===== config.mk =====
export PLATFORM = sky130hd
export DESIGN_NAME = keypad_scanner
export DESIGN_NICKNAME = d
export VERILOG_FILES = /design/src/rtl/keypad_pkg.sv /design/src/rtl/keypad_debounce.sv /design/src/rtl/keypad_scanner.sv
export SDC_FILE = /design/constraint.sdc
export NUM_CORES = 1
export LEC_CHECK = 0
export CORE_ASPECT_RATIO = 0.75
export CORE_MARGIN = 2
export CORE_UTILIZATION = 60
export CTS_BUF_LIST = sky130_fd_sc_hd__clkbuf_8
export CTS_CLUSTER_SIZE = 25
export DETAILED_ROUTE_END_ITERATION = 10
export GPL_ROUTABILITY_DRIVEN = 0
export PLACE_DENSITY = 0.91
export SETUP_SLACK_MARGIN = 0.4
export SLEW_MARGIN = 30
export SYNTH_ARGS = -nofsm -noshare
export SYNTH_HDL_FRONTEND = slang
export SYNTH_SLANG_ARGS = --single-unit

===== constraint.sdc =====
create_clock -name Clk -period 6.2 [get_ports Clk]
set_input_delay 1.24 -clock Clk [delete_from_list [all_inputs] [get_ports Clk]]
set_output_delay 1.24 -clock Clk [all_outputs]
set_load 0.05 [all_outputs]

===== src/rtl/keypad_pkg.sv =====
// Shared types for the keypad scanner: key map, sweep classification and press FSM states.
package keypad_pkg;

    typedef enum logic [1:0] {
        SW_NONE   = 2'd0,
        SW_SINGLE = 2'd1,
        SW_MULTI  = 2'd2
    } sweep_kind_e;

    // code is kept at zero for NONE/MULTI so whole-struct compares act on the class alone
    typedef struct packed {
        sweep_kind_e kind;
        logic [3:0]  code;
    } sweep_t;

    typedef enum logic {
        ST_RELEASED = 1'b0,
        ST_PRESSED  = 1'b1
    } press_state_e;

    // Entry {row, col} -> hex code; index 0 is the top-left key.
    localparam logic [15:0][3:0] KEY_MAP = {
        4'hD, 4'hE, 4'hF, 4'h0,
        4'hC, 4'h9, 4'h8, 4'h7,
        4'hB, 4'h6, 4'h5, 4'h4,
        4'hA, 4'h3, 4'h2, 4'h1
    };

    function automatic logic [3:0] key_code(input logic [1:0] row, input logic [1:0] col);
        return KEY_MAP[{row, col}];
    endfunction

endpackage


===== src/rtl/keypad_debounce.sv =====
// Debounces finalized sweep results and runs the RELEASED/PRESSED press FSM.
// press_vld is combinational in the finalize cycle; the top registers it into KeyValid.
module keypad_debounce
    import keypad_pkg::*;
#(
    parameter int DEBOUNCE_SCANS = 4
) (
    input  logic       clk,
    input  logic       reset,
    input  logic       fin_vld,
    input  sweep_t     fin_dat,
    output logic       press_vld,
    output logic [3:0] press_code,
    output logic       key_held
);

    localparam int MW = $clog2(DEBOUNCE_SCANS + 1);
    localparam logic [MW-1:0] MATCH_MAX = MW'(DEBOUNCE_SCANS);

    sweep_t        last_q, last_d;
    logic [MW-1:0] match_q, match_d;
    press_state_e  state_q, state_d;
    logic          stable_evt;

    always_ff @(posedge clk) begin
        if (reset) begin
            last_q  <= '{kind: SW_NONE, code: 4'h0};
            match_q <= '0;
            state_q <= ST_RELEASED;
        end else begin
            last_q  <= last_d;
            match_q <= match_d;
            state_q <= state_d;
        end
    end

    always_comb begin
        last_d     = last_q;
        match_d    = match_q;
        state_d    = state_q;
        stable_evt = 1'b0;
        press_vld  = 1'b0;

        // Only the sweep that makes the count reach the threshold fires an event.
        if (fin_vld) begin
            if (fin_dat == last_q) begin
                if (match_q != MATCH_MAX) begin
                    match_d    = match_q + MW'(1);
                    stable_evt = (match_d == MATCH_MAX);
                end
            end else begin
                last_d     = fin_dat;
                match_d    = MW'(1);
                stable_evt = (MATCH_MAX == MW'(1));
            end
        end

        if (stable_evt) begin
            case (state_q)
                ST_RELEASED: begin
                    if (last_d.kind == SW_SINGLE) begin
                        state_d   = ST_PRESSED;
                        press_vld = 1'b1;
                    end
                end
                ST_PRESSED: begin
                    if (last_d.kind == SW_NONE) begin
                        state_d = ST_RELEASED;
                    end
                end
                default: state_d = ST_RELEASED;
            endcase
        end
    end

    assign press_code = last_d.code;
    assign key_held   = (state_q == ST_PRESSED);

endmodule


===== src/rtl/keypad_scanner.sv =====
// 4x4 keypad column scanner: synchronizes rows, classifies each sweep, debounces presses.
// KeyValid pulses the cycle after the column-3 sample of the sweep that makes a key stable.
module keypad_scanner
    import keypad_pkg::*;
#(
    parameter int SCAN_CYCLES    = 100000,
    parameter int DEBOUNCE_SCANS = 4
) (
    input  logic        Clk,
    input  logic        Reset,
    input  logic [3:0]  Row,
    input  logic        Clear,
    output logic [3:0]  Col,
    output logic [3:0]  KeyCode,
    output logic        KeyValid,
    output logic        KeyHeld,
    output logic [15:0] Value
);

    localparam int CW = $clog2(SCAN_CYCLES);

    logic [3:0]    row_meta_q, row_sync_q;
    logic [CW-1:0] cnt_q, cnt_d;
    logic [1:0]    col_q, col_d;
    sweep_t        acc_q, acc_d;
    logic [3:0]    key_code_q, key_code_d;
    logic          key_valid_q, key_valid_d;
    logic [15:0]   value_q, value_d;

    logic          sample;
    logic          fin_vld;
    sweep_t        col_base, merged;
    logic [3:0]    row_low;
    logic [2:0]    low_cnt;
    logic [1:0]    low_row;
    logic          press_vld;
    logic [3:0]    press_code;

    always_ff @(posedge Clk) begin
        if (Reset) begin
            row_meta_q  <= '0;
            row_sync_q  <= '0;
            cnt_q       <= '0;
            col_q       <= '0;
            acc_q       <= '{kind: SW_NONE, code: 4'h0};
            key_code_q  <= '0;
            key_valid_q <= 1'b0;
            value_q     <= '0;
        end else begin
            row_meta_q  <= Row;
            row_sync_q  <= row_meta_q;
            cnt_q       <= cnt_d;
            col_q       <= col_d;
            acc_q       <= acc_d;
            key_code_q  <= key_code_d;
            key_valid_q <= key_valid_d;
            value_q     <= value_d;
        end
    end

    always_comb begin
        sample = (cnt_q == CW'(SCAN_CYCLES - 1));
        cnt_d  = sample ? '0 : cnt_q + CW'(1);
        col_d  = sample ? col_q + 2'd1 : col_q;

        row_low = ~row_sync_q;
        low_cnt = 3'd0;
        low_row = 2'd0;
        for (int r = 0; r < 4; r++) begin
            if (row_low[r]) begin
                low_cnt = low_cnt + 3'd1;
                low_row = 2'(r);
            end
        end

        // Column 0 starts a fresh sweep; later columns fold into the running result.
        col_base = (col_q == 2'd0) ? '{kind: SW_NONE, code: 4'h0} : acc_q;
        case (low_cnt)
            3'd0:    merged = col_base;
            3'd1:    merged = (col_base.kind == SW_NONE)
                            ? '{kind: SW_SINGLE, code: key_code(low_row, col_q)}
                            : '{kind: SW_MULTI,  code: 4'h0};
            default: merged = '{kind: SW_MULTI, code: 4'h0};
        endcase

        acc_d   = sample ? merged : acc_q;
        fin_vld = sample && (col_q == 2'd3);
    end

    keypad_debounce #(
        .DEBOUNCE_SCANS (DEBOUNCE_SCANS)
    ) u_debounce (
        .clk        (Clk),
        .reset      (Reset),
        .fin_vld    (fin_vld),
        .fin_dat    (merged),
        .press_vld  (press_vld),
        .press_code (press_code),
        .key_held   (KeyHeld)
    );

    always_comb begin
        key_valid_d = press_vld;
        key_code_d  = press_vld ? press_code : key_code_q;
        if (Clear) begin
            value_d = '0;
        end else if (press_vld) begin
            value_d = {value_q[11:0], press_code};
        end else begin
            value_d = value_q;
        end
    end

    assign Col      = ~(4'b0001 << col_q);
    assign KeyCode  = key_code_q;
    assign KeyValid = key_valid_q;
    assign Value    = value_q;

endmodule


Word level (Yosys, flattened, before mapping):

Memories as Yosys holds them, arrays and structs flattened.
Index checks and enable logic that the tools add are counted.

* add/subtract/negate cells: 6
* $lt $le $gt $ge: 1
* eq/ne operators: 8
* shifts and indexed selects: 1
* multiplexer cells: 23
* bitwise logic cells: 3
* reductions and logical operators: 8

Operators with widths (number)
* $mux 6: 4
* $add 17x1->17 const B: 1
* $eq 17x17->1 const B: 1
* $mux 3: 5
* $add 3x1->3 const B: 4
* $pmux 6 s2: 1
* $mux 1: 9
* $not 4->4: 2
* $eq 6x6->1: 1
* $logic_not 2->1: 3
* $lt 4x5->1 const B: 1
* $mux 2: 2
* $mux 4: 1
* $reduce_or 2->1: 2
* $shl 1x2->4 const A: 1
* $eq 3x1->1 const B: 1
* $eq 3x3->1 const B: 1
* $logic_not 3->1: 1
* $ne 3x3->1 const B: 1
* $add 2x1->2 const B: 1
* $eq 2x1->1 const B: 1
* $eq 2x2->1 const B: 1
* $ne 2x2->1 const B: 1
* $pmux 1 s2: 1
* other kinds (3): 3

* bits in registers: 64
* bits in read-only memories: 64
* input bits: 7
* output and inout bits: 26
* memories kept: 1

Memory list
* (name not given): depth 16, width 4, read ports 1, clocked after memory_dff 0, write ports 0, line keypad_pkg.sv:30 `return KEY_MAP[{row, col}];`

Depth between registers and ports, before layout:

Gate-level depths: netlist of run 1.

* depth after elaboration: 17
* depth in mapped cells: 14
* gate-level depth less buffers: 13

By module:

A second synthesis of run 1 with hierarchy kept.

* cells, all modules: 338
* area, all modules: 3081.7 sq um

Modules (own cells, without submodules)
* keypad_scanner: times used 1, cells an instance 273, area each 2486.1 sq um, seq. area each 1081.0 sq um
* keypad_debounce: times used 1, cells an instance 65, area each 595.6 sq um, seq. area each 200.2 sq um

Worst setup path after synthesis of run 1:

Ideal clock, no wire load.

* path type: register to register
* start: reg row_sync_q[1]
* end: reg (tool-made name)
* library setup time: 123 ps
* arrival: 3109 ps
* setup slack: 2967 ps
* stages on the path, launching flop included: 14
* path buffers: 0
* clock period less this slack: 3233 ps
* cells stage by stage: dfxtp_1 inv_1 ha_1 nand2b_1 and2_1 ha_1 nor2b_1 a31o_2 nor4_2 a22oi_1 xor2_1 nand4_2 nor3_1 mux2_1

RTL lines
* from (decl): line keypad_scanner.sv:22 `logic [3:0] row_meta_q, row_sync_q;`
* from (signal assigned): line keypad_scanner.sv:51 `row_sync_q <= row_meta_q;`

==> results of run 1 <==
## through the flow
step / hold WS (ns) / util [%] / worst slack (ns) / power (mW)
floorplan: 0.414 / - / 2.97 / 0.469
global placement: 0.419 / 69.3 / 2.75 / 0.479
detailed placement: 0.425 / 69.3 / 2.54 / 0.482
CTS: 0.439 / 73.0 / 2.46 / 0.802
global route: 0.445 / 73.0 / 2.20 / 0.829
finish: 0.432 / 73.0 / 2.43 / 0.799
## power breakdown
group	internal [mW]	switching (mW)	leakage [nW]	total [mW]
combinational	0.0222	0.0332	0.788	0.0554
clock	0.156	0.169	0.0809	0.325
sequential	0.415	0.00409	0.518	0.419
## worst max-delay path by stage
stage | startpoint | endpoint | slack [ns] | depth (start not counted)
after CTS | row_sync_q[1] | flip-flop | 2.46 | 13
after floorplan | row_sync_q[1] | flip-flop | 2.97 | 13
after global routing | row_sync_q[1] | flip-flop | 2.20 | 13
final | row_sync_q[1] | flip-flop | 2.43 | 13
after global placement | row_sync_q[1] | flip-flop | 2.75 | 13
after detailed placement | row_sync_q[1] | flip-flop | 2.54 | 13
## cell type report
cell class / instances / area (µm²)
clock buffer: 10 / 138
multi-input combinational: 240 / 1620
sequential: 64 / 1280
inverter: 16 / 60.1
timing repair buffer: 35 / 343
clock inverter: 6 / 43.8
fill: 345 / 1320
tap: 60 / 75.1
## state kept, by name, indices dropped and copies added (netlist names), named ones only
signal	count
row_meta_q	4
col_q	2
acc_q	6
u_debounce.last_q	6
Value	16
KeyCode	4
cnt_q	17
row_sync_q	4
u_debounce.match_q	3
KeyValid	1
## cell families after synthesis
kind of cell	after synthesis	share of synthesized area, %
flip-flops	64	42.3
buffers and inverters	30	4.26
AO/OA/AOI/OAI	47	10.7
multiplexers	21	7.15
adder cells (fa/ha/maj)	12	4.96
XOR/XNOR	24	7.44
AND/OR/NAND/NOR	136	23.1
## worst max-delay path, stage by stage (launching register included)
cell,delay (ns)
dfxtp_1,0.43
inv_1,0.07
ha_1,0.20
nand2b_1,0.19
and2_1,0.17
ha_1,0.26
nor2b_1,0.15
a31o_2,0.28
nor4_2,0.53
a22oi_1,0.27
xor2_1,0.25
nand4_2,0.26
nor3_1,0.26
mux2_1,0.33
## synth_stat cells, types with 2 or more instances
cell / instances / area [µm²]
dfxtp_1: 64 / 1280
nor2_1: 52 / 195
nand2_1: 22 / 82.6
mux2i_1: 19 / 190
inv_1: 16 / 60.1
xor2_1: 14 / 123
a21oi_1: 12 / 60.1
ha_1: 12 / 150
nor2b_1: 12 / 75.1
nand3_1: 11 / 55.1
clkbuf_1: 9 / 33.8
xnor2_1: 9 / 78.8
a211oi_1: 7 / 52.6
o21ai_0: 7 / 35.0
nor3_1: 6 / 30.0
nand2b_1: 5 / 31.3
and2_1: 3 / 18.8
a22oi_1: 2 / 15.0
a311oi_1: 2 / 17.5
and3_1: 2 / 12.5
buf_4: 2 / 15.0
nand3b_1: 2 / 15.0
nand4_1: 2 / 12.5
nor3_2: 2 / 20.0
nor3b_1: 2 / 15.0
nor4_2: 2 / 25.0
nor4bb_1: 2 / 20.0
o2111ai_1: 2 / 17.5
o211ai_1: 2 / 15.0
o21bai_1: 2 / 15.0
or2_2: 2 / 12.5
or3_1: 2 / 12.5
or3b_1: 2 / 17.5
## per-layer routing
layer  GRT usage [%]  wire, µm  vias up  share of wire (%)
met5               0         0        -                  0
met4            7.74       110        0                1.7
met3            8.54       340       19                5.4
met2            42.3      3160       72                 50
met1            28.9      2740     1174                 43
li1                -         -     1201                  -
## placed cells by master (no fill, tap or decap), types with 3 or more instances in the layout
cell | Yosys | layout
o21ai_0 | 7 | 7
nand2_1 | 22 | 22
ha_1 | 12 | 12
nor2_1 | 52 | 52
xor2_1 | 14 | 14
inv_1 | 16 | 16
a211oi_1 | 7 | 7
dfxtp_1 | 64 | 64
xnor2_1 | 9 | 9
nand3_1 | 11 | 11
mux2i_1 | 19 | 19
nand2b_1 | 5 | 5
nor3_1 | 6 | 6
and2_1 | 3 | 3
clkinvlp_4 | 0 | 4
a21oi_1 | 12 | 12
clkbuf_8 | 0 | 10
buf_4 | 2 | 3
clkdlybuf4s50_1 | 0 | 32
nor2b_1 | 12 | 12
==> results.py, run 1 <==
metrics = {
    "status": {
        "outcome": "complete, no violations",
    },
    "synthesis": {
        "synth_flop_cell": "dfxtp_1",
        "synth_area_um2": 3030,
        "syn_inst": 334,
        "ys_seq_elements": 64,
        "syn_avg_cell_area_um2": 9.06,
        "ys_types": 55,
        "syn-num-nets": 353,
        "synth.yosys.seq_area_share_pct": 42.3,
        "yosys_warnings": 0,
        "synth-edff-count": 0,
        "async_reset_ff_share_pct": 0,
    },
    "timing": {
        "tightest_slew_ns": 0.937,
        "max_slew_margin_pct": 37.3,
        "hold_viol": 0,
        "report.final.slew_viol_count": 0,
        "tns_ns": 0,
        "rsz0062_at_grt": "false",
        "fin_worst_skew_ns": 0.00595,
        "fmax_mhz": 265,
        "fin_crit_ns": 3.77,
        "setup_viol": 0,
        "fin_crit_sh_pct": 60.8,
    },
    "final_layout": {
        "drive_gt1_share_pct": 8.09,
        "area_growth_pct": 17.5,
        "finalNetCount": 385,
        "diodes": 0,
        "layout.cells.non_filler": 431,
        "postLayoutCellArea_um2": 3560,
    },
    "clocking": {
        "cts_buffers": 9,
        "cts.clk_slew.worst_paths_ns": 0.07,
        "clock_path_buffers": 2,
        "cts_resized": 0,
        "clk_latency_ns": 0.35,
        "ctsRootBufferMaster": "clkbuf_8",
        "cts_tree": "done",
        "cts_sinks": 64,
        "cts_setup_buffers": 0,
        "htree_levels": 3,
        "hold_buffers": 0,
    },
    "pwr": {
        "p_leak_nw": 1.39,
        "power_per_cell_area_nw_per_um2": 225,
        "peakVddDrop_v": 0.000169,
    },
    "critical_path": {
        "ff2ff_path_depth": 13,
        "r2r_slack_ns": 2.43,
        "critPathMaxFanout": 8,
        "worst_ep_arrival_time_ns": 4.01,
        "crit_path_end_kind": "flip-flop",
        "cp-start-kind": "flip-flop",
        "worstSetupPathType": "flip-flop to flip-flop",
        "r2r_start": "row_sync_q[1]",
        "cp.required_ns": 6.44,
    },
    "global_routing": {
        "grt_overflow": 0,
        "grt_pass1_vias": 2486,
        "grt_pass1_wl_mm": 10.9,
        "grt_max_degree": 36,
        "antenna_found_initial": 0,
        "grt_usage_pct": 24.6,
    },
    "floorplanning": {
        "pin_count": 33,
        "start_util_pct": 62.1,
        "die_area_um2": 5630,
        "die_h_um": 65.5,
        "die_w_um": 86.0,
        "row_count": 22,
        "core_um2": 4870,
    },
    "routing": {
        "ant_nets": 0,
        "dr.first_iter.drc_count": 233,
        "vias": 2466,
        "wl_mm": 6.35,
        "viasPerCell": 5.72,
        "dr.pass1.iters": 4,
        "wl_per_cell_um": 14.7,
        "drc_errors": 0,
    },
    "min_path": {
        "hold_path_class": "flip-flop to flip-flop",
        "whs_path_depth": 1,
        "min-delay-start": "row_meta_q[3]",
        "hold_end": "row_sync_q[3]",
    },
    "placed_design": {
        "place_inst": 415,
        "io_buffers": 32,
        "post_dp_cell_area_um2": 3380,
        "hpwl_mm": 4.24,
    },
    "job": {
        "max_cap_viol_count": 0,
    },
}
Power figures use the tool's default switching activity.
==> run 2, diff against run 1 <==
- CORE_UTILIZATION: 60 -> 53
- PLACE_DENSITY: 0.91 -> 0.86
- clock period: 6.2 -> 3.45 ns (I/O delays scaled with it)
==> results.py, run 2 (synthesis results as in run 1) <==
metrics = {
    "critical_path": {
        "crit_path_end_kind": "flip-flop",
        "worstSetupPathType": "flip-flop to flip-flop",
        "crit_slowest_cell": "dfxtp_4",
        "crit_path_frequent_cell": "ha_4",
        "critPathMaxFanout": 9,
        "cp.required_ns": 3.69,
        "path_cells": "inv_2 > ha_4 > nand2b_4 > and2_4 > ha_4 > nor2b_4 > a31o_4 > buf_4 > nor3_4 > a22oi_2 > xor2_2 > nand4_1 > buf_6 > mux2i_1 > nor2_1",
        "max_stage_delay_ns": 0.36,
        "cp-start-kind": "flip-flop",
        "crit_buf_inv": 3,
        "crit_family": "simple AND/OR/NAND/NOR gates",
        "worst_ep_arrival_time_ns": 3.54,
    },
    "global_routing": {
        "grt_pass1_vias": 2590,
        "grt_usage_pct": 25.4,
        "grt_max_degree": 17,
        "grt_pass1_wl_mm": 12.7,
        "antenna_found_initial": 0,
        "grt_overflow": 0,
    },
    "timing": {
        "fin_worst_skew_ns": 0.00964,
        "tightest_slew_ns": 0.678,
        "max_slew_margin_pct": 54.7,
        "fin_crit_sh_pct": 95.5,
        "tns_ns": 0,
        "setup_viol": 0,
        "rsz0062_at_grt": "true",
        "hold_ws_ns": 0.447,
        "fmax_mhz": 303,
        "hold_viol": 0,
        "report.final.slew_viol_count": 0,
        "fin_crit_ns": 3.30,
    },
    "floorplanning": {
        "pin_count": 33,
        "core_um2": 5440,
        "die_area_um2": 6340,
        "die_h_um": 69.4,
        "start_util_pct": 55.6,
        "die_w_um": 91.3,
        "row_count": 23,
    },
    "final_layout": {
        "drive_gt1_share_pct": 21.3,
        "diodes": 0,
        "layout_common_cells": "dfxtp_1, nor2_1, clkdlybuf4s50_1, nand2_1, buf_4",
        "multiInputGateArea_um2": 1840,
        "largest_reg_flops": 17,
        "layout_commonest_cell": "dfxtp_1",
        "layout.cells.non_filler": 469,
        "max_flop_register": "cnt_q",
        "fillers": 320,
        "final-seq-area_um2": 1290,
        "finalNetCount": 408,
        "area_growth_pct": 32.9,
    },
    "routing": {
        "vias": 2739,
        "wl_per_cell_um": 18.3,
        "dr.pass1.iters": 5,
        "ant_nets": 0,
        "wl_mm": 8.60,
        "viasPerCell": 5.84,
        "dr.first_iter.drc_count": 249,
        "drc_errors": 0,
    },
    "min_path": {
        "hold_path_class": "flip-flop to flip-flop",
    },
    "pwr": {
        "internal_power_mw": 1.19,
        "swShare_pct": 26.3,
        "total_power_mw": 1.61,
        "p_clk_share_pct": 41.9,
        "p_sw_mw": 0.423,
        "p_leak_nw": 1.58,
        "power_frac_seq_pct": 46.7,
        "combPwrFrac_pct": 11.4,
        "peakVddDrop_v": 0.000276,
        "power_per_cell_area_nw_per_um2": 400,
    },
    "job": {
        "max_cap_viol_count": 0,
    },
    "clocking": {
        "clk_latency_ns": 0.36,
        "htree_levels": 3,
        "cts.clk_slew.worst_paths_ns": 0.08,
        "cts_sinks": 64,
        "cts_tree": "done",
        "ctsRootBufferMaster": "clkbuf_8",
        "clock_path_buffers": 2,
        "cts_buffers": 9,
    },
    "placed_design": {
        "io_buffers": 32,
        "place_inst": 435,
        "hpwl_mm": 4.49,
    },
    "status": {
        "outcome": "complete, no violations",
    },
}
==> run 2: path summary, 6_finish.rpt <==
path / endpoint / from / slack [ns] / depth (start not counted)
worst max register to register: Value[13] / row_sync_q[1] / 0.15 / 15
worst min register to register: row_sync_q[1] / row_meta_q[1] / 0.45 / 1
worst max-delay path: Value[13] / row_sync_q[1] / 0.15 / 15
worst min-delay path: row_sync_q[1] / row_meta_q[1] / 0.45 / 1
==> run 2: cell type report <==
type                    instances  area share, %
repair buffers                 58           13.4
inverters                      16           1.49
well taps                      75           2.33
flip-flops and latches         64           32.0
clock buffers                  10           3.42
multi-input cells             240           45.7
clock inverters                 6           1.68
==> run 2: through the flow <==
step	setup WS, ns	area, µm²	util [%]
final	0.154	4020	74.0
after global routing	0.0605	4020	74.0
after CTS	0.413	3870	71.1
after floorplan	0.443	3070	-
after detailed placement	0.167	3470	63.8
after global placement	0.234	3470	63.8
==> run 2: repair_timing <==
action | in CTS | in global routing
endpoints found under the setup margin | 26 | 25
hold buffers | 0 | 0
endpoints found under the hold margin | 0 | 0
setup buffers | 10 | 8
pin swaps | 12 | 13
resized for setup | 22 | 20
==> run 2: layer usage <==
metal	part of all wire (%)	GRT usage [%]	vias up
met5	0	0	-
met4	5.5	7.24	0
met3	7.1	8.37	49
met2	49	43.6	151
met1	39	30.6	1294
li1	-	-	1245
==> run 2: power by group through the flow <==
stage          Combinational [mW]  Sequential (mW)  Clock [mW]
2_1_floorplan              0.0819            0.767           0
3_3_place_gp                0.101            0.769           0
3_5_place_dp                0.104            0.769           0
4_1_cts                     0.138            0.752       0.672
5_1_grt                     0.192            0.753       0.715
6_report                    0.183            0.753       0.675
==> run 3, diff against run 2 <==
- clock period: 3.45 -> 2.7 ns (I/O delays scaled with it)
==> results.py, run 3 (synthesis results as in run 1) <==
metrics = {
    "status": {
        "outcome": "finished, violations left",
        "violations": "negative setup slack",
    },
    "global_routing": {
        "grt_busiest_layer": "met2",
        "use_met1_pct": 30.4,
        "grt_max_degree": 24,
        "use_met2_pct": 42.6,
        "antenna_found_initial": 0,
        "grt_usage_pct": 25.3,
        "grt_overflow": 0,
        "grt_pass1_vias": 2617,
        "grt_pass1_wl_mm": 12.7,
        "use_met3_pct": 6.74,
    },
    "critical_path": {
        "crit_path_end_kind": "flip-flop",
        "cp.required_ns": 2.94,
        "critPathMaxFanout": 5,
        "worst_ep_arrival_time_ns": 3.42,
        "crit_buf_inv": 4,
        "crit_family": "simple AND/OR/NAND/NOR gates",
        "path_cells": "inv_2 > ha_4 > xnor2_4 > ha_4 > nand2b_1 > xor2_1 > buf_4 > nor3_4 > a221o_1 > o2111a_2 > nand4_1 > buf_6 > buf_4 > mux2_4",
        "crit_slowest_cell": "dfxtp_2",
        "worstSetupPathType": "flip-flop to flip-flop",
        "max_stage_delay_ns": 0.37,
        "cp-start-kind": "flip-flop",
    },
    "job": {
        "max_cap_viol_count": 0,
    },
    "final_layout": {
        "area_growth_pct": 39.8,
        "layout_commonest_cell": "dfxtp_1",
        "finalNetCount": 426,
        "diodes": 0,
        "layout.cells.non_filler": 487,
        "layout_common_cells": "dfxtp_1, nor2_1, buf_4, clkdlybuf4s50_1, nand2_1",
        "largest_reg_flops": 17,
        "drive_gt1_share_pct": 27.7,
        "fillers": 302,
        "max_flop_register": "cnt_q",
    },
    "timing": {
        "fmax_mhz": 314,
        "setup_ws_ns": -0.480,
        "fin_worst_skew_ns": 0.00730,
        "fin_crit_sh_pct": 118,
        "tightest_slew_ns": 0.697,
        "hold_ws_ns": 0.444,
        "tns_ns": -10.15,
        "setup_viol": 26,
        "max_slew_margin_pct": 53.4,
        "report.final.slew_viol_count": 0,
        "rsz0062_at_grt": "true",
        "fin_crit_ns": 3.18,
        "hold_viol": 0,
    },
    "placed_design": {
        "io_buffers": 32,
        "place_inst": 459,
        "hpwl_mm": 4.80,
        "place_ws_ns": -0.343,
    },
    "clocking": {
        "cts_tree": "done",
        "cts.clk_slew.worst_paths_ns": 0.07,
        "htree_levels": 3,
        "ctsRootBufferMaster": "clkbuf_8",
        "cts_sinks": 64,
        "cts_buffers": 9,
        "clk_latency_ns": 0.35,
        "clock_path_buffers": 2,
    },
    "floorplanning": {
        "start_util_pct": 55.6,
        "die_w_um": 91.3,
        "row_count": 23,
        "pin_count": 33,
        "core_um2": 5440,
        "die_area_um2": 6340,
        "die_h_um": 69.4,
    },
    "min_path": {
        "hold_path_class": "flip-flop to flip-flop",
    },
    "routing": {
        "wl_mm": 8.46,
        "dr.first_iter.drc_count": 266,
        "wl_per_cell_um": 17.4,
        "ant_nets": 0,
        "vias": 2759,
        "dr.pass1.iters": 7,
        "viasPerCell": 5.67,
        "drc_errors": 0,
    },
    "pwr": {
        "power_per_cell_area_nw_per_um2": 483,
        "p_leak_nw": 1.69,
        "peakVddDrop_v": 0.000340,
    },
}
-- run 3: cell count changes in the layout (fill, tap and decap cells not counted), moves of 4 or more --
cell | previous run | this run
a211oi_1 | 7 | 3
a211oi_2 | 0 | 4
a21oi_1 | 9 | 5
a21oi_2 | 3 | 7
buf_4 | 20 | 32
buf_6 | 6 | 10
-- run 3: power breakdown --
part | internal (mW) | switching (mW) | total [mW] | leakage (nW)
Sequential | 0.953 | 0.00741 | 0.960 | 0.519
Clock | 0.425 | 0.399 | 0.825 | 0.0916
Combinational | 0.127 | 0.133 | 0.260 | 1.08
-- run 3: through the flow --
| stage | util (%) | power, mW | cell area [µm²] |
|---|---|---|---|
| global route | 77.8 | 2.10 | 4230 |
| CTS | 76.0 | 2.02 | 4130 |
| finish | 77.8 | 2.05 | 4230 |
| detailed placement | 69.2 | 1.18 | 3760 |
| floorplan | - | 1.11 | 3160 |
| global placement | 69.2 | 1.17 | 3760 |
-- run 3: final timing paths --
path | from | endpoint | slack, ns | depth (start not counted)
max | row_sync_q[1] | KeyCode[1] | -0.48 | 14
min | row_meta_q[1] | row_sync_q[1] | 0.44 | 1
max reg2reg | row_sync_q[1] | KeyCode[1] | -0.48 | 14
min reg2reg | row_meta_q[1] | row_sync_q[1] | 0.44 | 1
-- run 3: timing repair --
action                     4_1_cts  5_1_grt
resized for setup               33       20
hold endpoints to repair         0        0
pin swaps                       14        5
setup buffers                    6        5
gates cloned                     0        1
hold buffers                     0        0
setup endpoints to repair       34       38
-- run 3: layout make-up --
class	count	area, µm²	share of cell area [%]
Clock buffer	9	124	2.93
Sequential cell	64	1280	30.4
Clock inverter	7	71.3	1.69
Timing Repair Buffer	76	701	16.6
Multi-Input combinational cell	240	1900	44.8
Inverter	16	60.1	1.42
Tap cell	75	93.8	2.22
-- run 3: routing by layer --
| metal | wire, µm | part of all wire [%] |
|---|---|---|
| met1 | 3410 | 40 |
| met2 | 4130 | 49 |
| met3 | 529 | 6.3 |
| met4 | 391 | 4.6 |
| met5 | 0 | 0 |
